### src/rtl/adc_sample_averager_if.sv
// Sample-side and result-side signals of the ADC averager, grouped for port use.
// The averager takes the slave view; whoever drives raw samples takes the master view.
interface adc_sample_averager_if #(
  parameter int DATA_W   = 8,
  parameter int CH_W     = 2,
  parameter int AVG_LOG2 = 2
);
  logic [CH_W-1:0]     ch_sel;
  logic [DATA_W-1:0]   raw_data;
  logic                raw_valid;
  logic [DATA_W-1:0]   avg_data;
  logic                avg_valid;
  logic [CH_W-1:0]     avg_channel;
  logic                busy;
  logic                timeout;
  logic [AVG_LOG2:0]   sample_count;

  modport master (
    output ch_sel, raw_data, raw_valid,
    input  avg_data, avg_valid, avg_channel, busy, timeout, sample_count
  );

  modport slave (
    input  ch_sel, raw_data, raw_valid,
    output avg_data, avg_valid, avg_channel, busy, timeout, sample_count
  );
endinterface

### src/rtl/adc_sample_averager.sv
// Averages 2^AVG_LOG2 consecutive samples of one channel into a rounded mean;
// a channel change or an over-long gap between samples drops the partial batch.
module adc_sample_averager #(
  parameter int DATA_W         = 8,
  parameter int CH_W           = 2,
  parameter int AVG_LOG2       = 2,
  parameter int TIMEOUT_CYCLES = 1000000
) (
  input  logic                 clk,
  input  logic                 reset,
  adc_sample_averager_if.slave bus
);
  localparam int ACC_W = DATA_W + AVG_LOG2;
  localparam int CNT_W = AVG_LOG2 + 1;
  localparam int TO_W  = $clog2(TIMEOUT_CYCLES + 1);

  localparam logic [CNT_W-1:0] N_CNT   = CNT_W'(2 ** AVG_LOG2);
  localparam logic [ACC_W-1:0] HALF    = ACC_W'((2 ** AVG_LOG2) / 2);
  localparam logic [TO_W-1:0]  TO_LIM  = TO_W'(TIMEOUT_CYCLES);
  localparam bit               SINGLE  = (AVG_LOG2 == 0);

  typedef enum logic [1:0] {
    IDLE  = 2'd0,
    ACCUM = 2'd1,
    EMIT  = 2'd2
  } state_t;

  state_t            state_q, state_d;
  logic [ACC_W-1:0]  acc_q, acc_d;
  logic [CH_W-1:0]   chan_q, chan_d;
  logic [CNT_W-1:0]  cnt_q, cnt_d;
  logic [TO_W-1:0]   idle_q, idle_d;
  logic [DATA_W-1:0] avg_data_q, avg_data_d;
  logic [CH_W-1:0]   avg_chan_q, avg_chan_d;
  logic              timeout_q, timeout_d;
  logic              load_avg;

  // Round half up; with AVG_LOG2=0 HALF is zero and the shift is a no-op.
  function automatic logic [DATA_W-1:0] round_mean(input logic [ACC_W-1:0] acc);
    logic [ACC_W-1:0] sum;
    sum = acc + HALF;
    return DATA_W'(sum >> AVG_LOG2);
  endfunction

  always_comb begin
    state_d    = state_q;
    acc_d      = acc_q;
    chan_d     = chan_q;
    cnt_d      = cnt_q;
    idle_d     = idle_q;
    avg_data_d = avg_data_q;
    avg_chan_d = avg_chan_q;
    timeout_d  = 1'b0;
    load_avg   = 1'b0;

    unique case (state_q)
      IDLE, EMIT: begin
        if (bus.raw_valid) begin
          chan_d  = bus.ch_sel;
          acc_d   = ACC_W'(bus.raw_data);
          cnt_d   = CNT_W'(1);
          idle_d  = '0;
          if (SINGLE) begin
            state_d  = EMIT;
            load_avg = 1'b1;
          end else begin
            state_d = ACCUM;
          end
        end else begin
          state_d = IDLE;
          acc_d   = '0;
          cnt_d   = '0;
          idle_d  = '0;
        end
      end

      ACCUM: begin
        // Channel change outranks both a same-cycle sample and a timeout.
        if (bus.ch_sel != chan_q) begin
          state_d = IDLE;
          acc_d   = '0;
          cnt_d   = '0;
          idle_d  = '0;
        end else if (bus.raw_valid) begin
          acc_d  = acc_q + ACC_W'(bus.raw_data);
          cnt_d  = cnt_q + CNT_W'(1);
          idle_d = '0;
          if (cnt_d == N_CNT) begin
            state_d  = EMIT;
            load_avg = 1'b1;
          end
        end else begin
          idle_d = idle_q + TO_W'(1);
          if (idle_d == TO_LIM) begin
            state_d   = IDLE;
            acc_d     = '0;
            cnt_d     = '0;
            idle_d    = '0;
            timeout_d = 1'b1;
          end
        end
      end

      default: begin
        state_d = IDLE;
        acc_d   = '0;
        cnt_d   = '0;
        idle_d  = '0;
      end
    endcase

    if (load_avg) begin
      avg_data_d = round_mean(acc_d);
      avg_chan_d = chan_d;
    end
  end

  always_ff @(posedge clk) begin
    if (reset) begin
      state_q    <= IDLE;
      acc_q      <= '0;
      chan_q     <= '0;
      cnt_q      <= '0;
      idle_q     <= '0;
      avg_data_q <= '0;
      avg_chan_q <= '0;
      timeout_q  <= 1'b0;
    end else begin
      state_q    <= state_d;
      acc_q      <= acc_d;
      chan_q     <= chan_d;
      cnt_q      <= cnt_d;
      idle_q     <= idle_d;
      avg_data_q <= avg_data_d;
      avg_chan_q <= avg_chan_d;
      timeout_q  <= timeout_d;
    end
  end

  assign bus.avg_data     = avg_data_q;
  assign bus.avg_valid    = (state_q == EMIT);
  assign bus.avg_channel  = avg_chan_q;
  assign bus.busy         = (state_q == ACCUM);
  assign bus.timeout      = timeout_q;
  assign bus.sample_count = cnt_q;
endmodule

### src/flat_wrapper.sv
// flat-port wrapper written by rule: the top's interface ports become plain ports
module adc_sample_averager_flat 
#(
  parameter int DATA_W         = 8,
  parameter int CH_W           = 2,
  parameter int AVG_LOG2       = 2,
  parameter int TIMEOUT_CYCLES = 1000000
)
  (clk, reset, bus_ch_sel, bus_raw_data, bus_raw_valid, bus_avg_data, bus_avg_valid, bus_avg_channel, bus_busy, bus_timeout, bus_sample_count);
  adc_sample_averager_if #(.DATA_W(DATA_W), .CH_W(CH_W), .AVG_LOG2(AVG_LOG2)) bus_i ();
  input  logic clk;
  input  logic reset;
  input wire logic [$bits(bus_i.ch_sel)-1:0] bus_ch_sel;
  input wire logic [$bits(bus_i.raw_data)-1:0] bus_raw_data;
  input wire logic [$bits(bus_i.raw_valid)-1:0] bus_raw_valid;
  output wire logic [$bits(bus_i.avg_data)-1:0] bus_avg_data;
  output wire logic [$bits(bus_i.avg_valid)-1:0] bus_avg_valid;
  output wire logic [$bits(bus_i.avg_channel)-1:0] bus_avg_channel;
  output wire logic [$bits(bus_i.busy)-1:0] bus_busy;
  output wire logic [$bits(bus_i.timeout)-1:0] bus_timeout;
  output wire logic [$bits(bus_i.sample_count)-1:0] bus_sample_count;
  assign bus_i.ch_sel = bus_ch_sel;
  assign bus_i.raw_data = bus_raw_data;
  assign bus_i.raw_valid = bus_raw_valid;
  assign bus_avg_data = bus_i.avg_data;
  assign bus_avg_valid = bus_i.avg_valid;
  assign bus_avg_channel = bus_i.avg_channel;
  assign bus_busy = bus_i.busy;
  assign bus_timeout = bus_i.timeout;
  assign bus_sample_count = bus_i.sample_count;
  adc_sample_averager #(.DATA_W(DATA_W), .CH_W(CH_W), .AVG_LOG2(AVG_LOG2), .TIMEOUT_CYCLES(TIMEOUT_CYCLES)) u_core (.clk(clk), .reset(reset), .bus(bus_i));
endmodule
### config.mk
export PLATFORM = sky130hd
export DESIGN_NAME = adc_sample_averager_flat
export DESIGN_NICKNAME = d
export VERILOG_FILES = /design/src/rtl/adc_sample_averager_if.sv /design/src/rtl/adc_sample_averager.sv /design/src/flat_wrapper.sv
export SDC_FILE = /design/constraint.sdc
export NUM_CORES = 1
export LEC_CHECK = 0
export BUFFER_PORTS_ARGS = -buffer_cell sky130_fd_sc_hd__buf_2
export CORE_ASPECT_RATIO = 1.1
export CORE_MARGIN = 8
export CORE_UTILIZATION = 50
export CTS_CLUSTER_SIZE = 12
export DETAILED_ROUTE_END_ITERATION = 7
export PLACE_DENSITY = 0.69
export SLEW_MARGIN = 20
export SYNTH_ARGS = -nofsm -noshare
export SYNTH_HDL_FRONTEND = slang
export SYNTH_SLANG_ARGS = --single-unit
### constraint.sdc
create_clock -name clk -period 3.9 [get_ports clk]
set_input_delay 0.78 -clock clk [delete_from_list [all_inputs] [get_ports clk]]
set_output_delay 0.78 -clock clk [all_outputs]
set_load 0.005 [all_outputs]
==> reports/metrics.csv <==
stage,metric,value,unit
run_status,status,finished clean,
detailed_routing,dr.pass1.iters,4,
power_and_ir_drop,max-vdd-ir-drop,0.271,mV
synthesis,yosys_warnings,0,
critical_path,path_max_fanout,19,
floorplan,io_pins,29,
timing,setup_viol,0,
detailed_routing,drt_iter0_drc,84,
detailed_routing,drt_wl_total,6.53,mm
power_and_ir_drop,pwr-share-comb,9.5,%
floorplan,core-area,5730,um2
detailed_routing,ant_nets,0,
clock_network,cts_buffers,5,
timing,relSlewSlack,57.7,%
timing,finalSetupTns,0,ps
timing,period_needed,3340,ps
floorplan,rows,29,
floorplan,start_util,51.7,%
clock_network,clock_path_buffers,2,
detailed_routing,drc,0,
timing,timing.final.crit_share,85.7,%
critical_path,critical_path.max_stage_delay,540,ps
global_route,met2_usage,28.3,%
synthesis,yosys_register_bits,48,
clock_network,clock-root-buffer,clkbuf_8,
placement,gp_congestion,0.893,
placement,port_buffers,28,
global_route,grt_pass1_vias,2528,
global_route,grt_max_degree,22,
synthesis,syn_area_per_cell,8.42,um2
critical_path,worst_path_max_delay_cell,dfxtp_1,
synthesis,syn_area,2960,um2
synthesis,ys_async_sr_fraction,0,%
synthesis,yosysSeqAreaShare,32.4,%
timing,hold_viol_final,0,
critical_path,cp_data_arrival_time,3500,ps
placement,hpwl,5.04,mm
worst_hold_path,hold_class,reg2reg,
critical_path,critical_path_class,reg2reg,
clock_network,clk_latency,300,ps
global_route,antenna_found_initial,0,
global_route,met3_usage,3.64,%
timing,rsz0062_at_grt,false,
power_and_ir_drop,intPower,796,uW
power_and_ir_drop,clock_power_share,41.9,%
clock_network,cts_max_level,2,
power_and_ir_drop,p_leak,1.29,nW
floorplan,die_area,8650,um2
power_and_ir_drop,seq_power_share,48.6,%
finish,antenna_cells,0,
synthesis,syn_inst,352,
global_route,grtUsageMet1,19.1,%
timing,timing.fmax,0.299,GHz
clock_network,clk_pin_slew_worst_paths,100,ps
clock_network,postCtsSetupBuffers,0,
floorplan,die_y,96.8,um
synthesis,synth_edf_count,0,
global_route,track_usage,16.3,%
finish,area_growth,11.0,%
synthesis,synth_nets,379,
synthesis,ys_types,62,
global_route,busiest_layer,met2,
critical_path,critPathLaunchType,flip-flop,
power_and_ir_drop,total_power,1.03,mW
timing,maxSlewViolCount,0,
run,maxCapViolations,0,
power_and_ir_drop,power.density,314,nW/um2
timing,clock_skew,12.9,ps
clock_network,cts_sinks,48,
finish,final_nets,401,
clock_network,cts_hold_buf,0,
critical_path,crit_required,4060,ps
detailed_routing,viasPerCell,5.58,
timing,tightest_slew,633,ps
clock_network,cts_tree,done,
power_and_ir_drop,swShare,22.9,%
global_route,grt_pass1_wl,11.5,mm
critical_path,worst_setup_path_end_kind,flip-flop,
detailed_routing,wire_per_inst,14.4,um
critical_path,path_cells,"nand4_4, nor4_4, mux2_4, a2bb2oi_2, nor4_2, buf_4, nor3_4, nand2_1, nor2_1",
clock_network,cts_resized,0,
floorplan,fp.dieW,89.4,um
detailed_routing,vias,2522,
finish,drive_gt1_share,15.7,%
power_and_ir_drop,switchingPower,237,uW
synthesis,synthFlopType,dfxtp_1,
global_route,gr-total-overflow,0,
## power by group through the flow
stage	combinational [mW]	sequential (mW)	clock, mW
floorplan	0.0712	0.512	0
global placement	0.0968	0.513	0
detailed placement	0.0981	0.514	0
CTS	0.0986	0.502	0.445
global route	0.110	0.503	0.462
finish	0.0980	0.502	0.433
## routing by layer
metal	share of wire (%)	vias to the layer above
met1	46	1199
met4	1.1	0
li1	-	1293
met2	50	24
met5	0	-
met3	2.9	6
## critical path: cells and delay by family (launching register included)
family / cells / cell delay [ps]
AND/OR/NAND/NOR: 6 / 1850
flip-flops: 1 / 540
multiplexers: 1 / 340
buffers and inverters: 1 / 320
AO/OA/AOI/OAI: 1 / 140
## synth_stat cells, types with 5 or more instances
master	n	area share [%]
a211oi_1	7	1.8
a21oi_1	14	2.4
a22oi_1	5	1.3
and3_1	11	2.3
buf_2	7	1.2
clkbuf_1	6	0.76
dfxtp_1	48	32
ha_1	13	5.5
inv_1	11	1.4
nand2_1	33	4.2
nand3_1	13	2.2
nand3b_1	8	2.0
nor2_1	49	6.2
nor3_1	7	1.2
nor4_1	6	1.3
o21ai_0	5	0.84
xnor2_1	15	4.4
xor2_1	13	3.8
## through the flow
stage	hold WS, ps	setup WS, ps	cells	util, %	cell area (um2)
after floorplan	448	656	352	-	2960
after global placement	438	399	444	55.0	3150
after detailed placement	442	344	444	55.0	3150
after CTS	468	504	452	57.4	3290
after global routing	491	225	452	57.4	3290
final	467	557	452	57.4	3290
## worst paths after layout
kind	startpoint	to	slack, ps	depth (start not counted)
worst min register to register	u_core.bus.avg_data[7]$_SDFFE_PP0P_	u_core.bus.avg_data[7]$_SDFFE_PP0P_	470	2
worst max register to register	u_core.idle_q[2]$_SDFF_PP0_	u_core.idle_q[15]$_SDFF_PP0_	560	9
worst max-delay path	u_core.idle_q[2]$_SDFF_PP0_	u_core.idle_q[15]$_SDFF_PP0_	560	9
worst min-delay path	u_core.bus.avg_data[7]$_SDFFE_PP0P_	u_core.bus.avg_data[7]$_SDFFE_PP0P_	470	2
## final cells by class
class                   instances  area [um2]
inverters                      12        45.0
multi-input cells             275        1880
clock buffers                   5        68.8
fillers                       557        2440
clock inverters                 3        68.8
flip-flops and latches         48         961
well taps                      77        96.3
repair buffers                 32         170
## cell families after synthesis
| kind of cell | count (synthesis) | synth area share (%) |
|---|---|---|
| XOR/XNOR | 28 | 8.27 |
| AO/OA/AOI/OAI | 66 | 17.2 |
| AND/OR/NAND/NOR | 162 | 29.7 |
| flip-flops | 48 | 32.4 |
| buffers and inverters | 29 | 4.35 |
| multiplexers | 5 | 1.86 |
| adder cells (fa/ha/maj) | 14 | 6.16 |
## sequential cells by signal (all words and copies together), names as in the netlist
register / count
u_core.state_q: 2
u_core.bus.avg_data: 8
u_core.bus.timeout: 1
u_core.bus.avg_channel: 2
u_core.chan_q: 2
u_core.bus.sample_count: 3
u_core.acc_q: 10
u_core.idle_q: 20
## cells in the final DEF, fill, tap and decap left out, drive strengths merged, types with 3 or more instances in the layout
cell	n
ha	13
nor3b	4
clkbuf	5
buf	32
xnor2	15
a21o	3
nand3	13
nand3b	8
nor2	49
nand2b	4
a21oi	14
nand2	33
and2	4
inv	12
nor4	7
nand4	6
and4	3
o21a	4
dfxtp	48
and3	11
a31oi	3
xor2	13
mux2i	4
a211oi	7
nor2b	3
a22oi	5
o21ai	10
nor3	9
(Power assumes the default switching activity.)
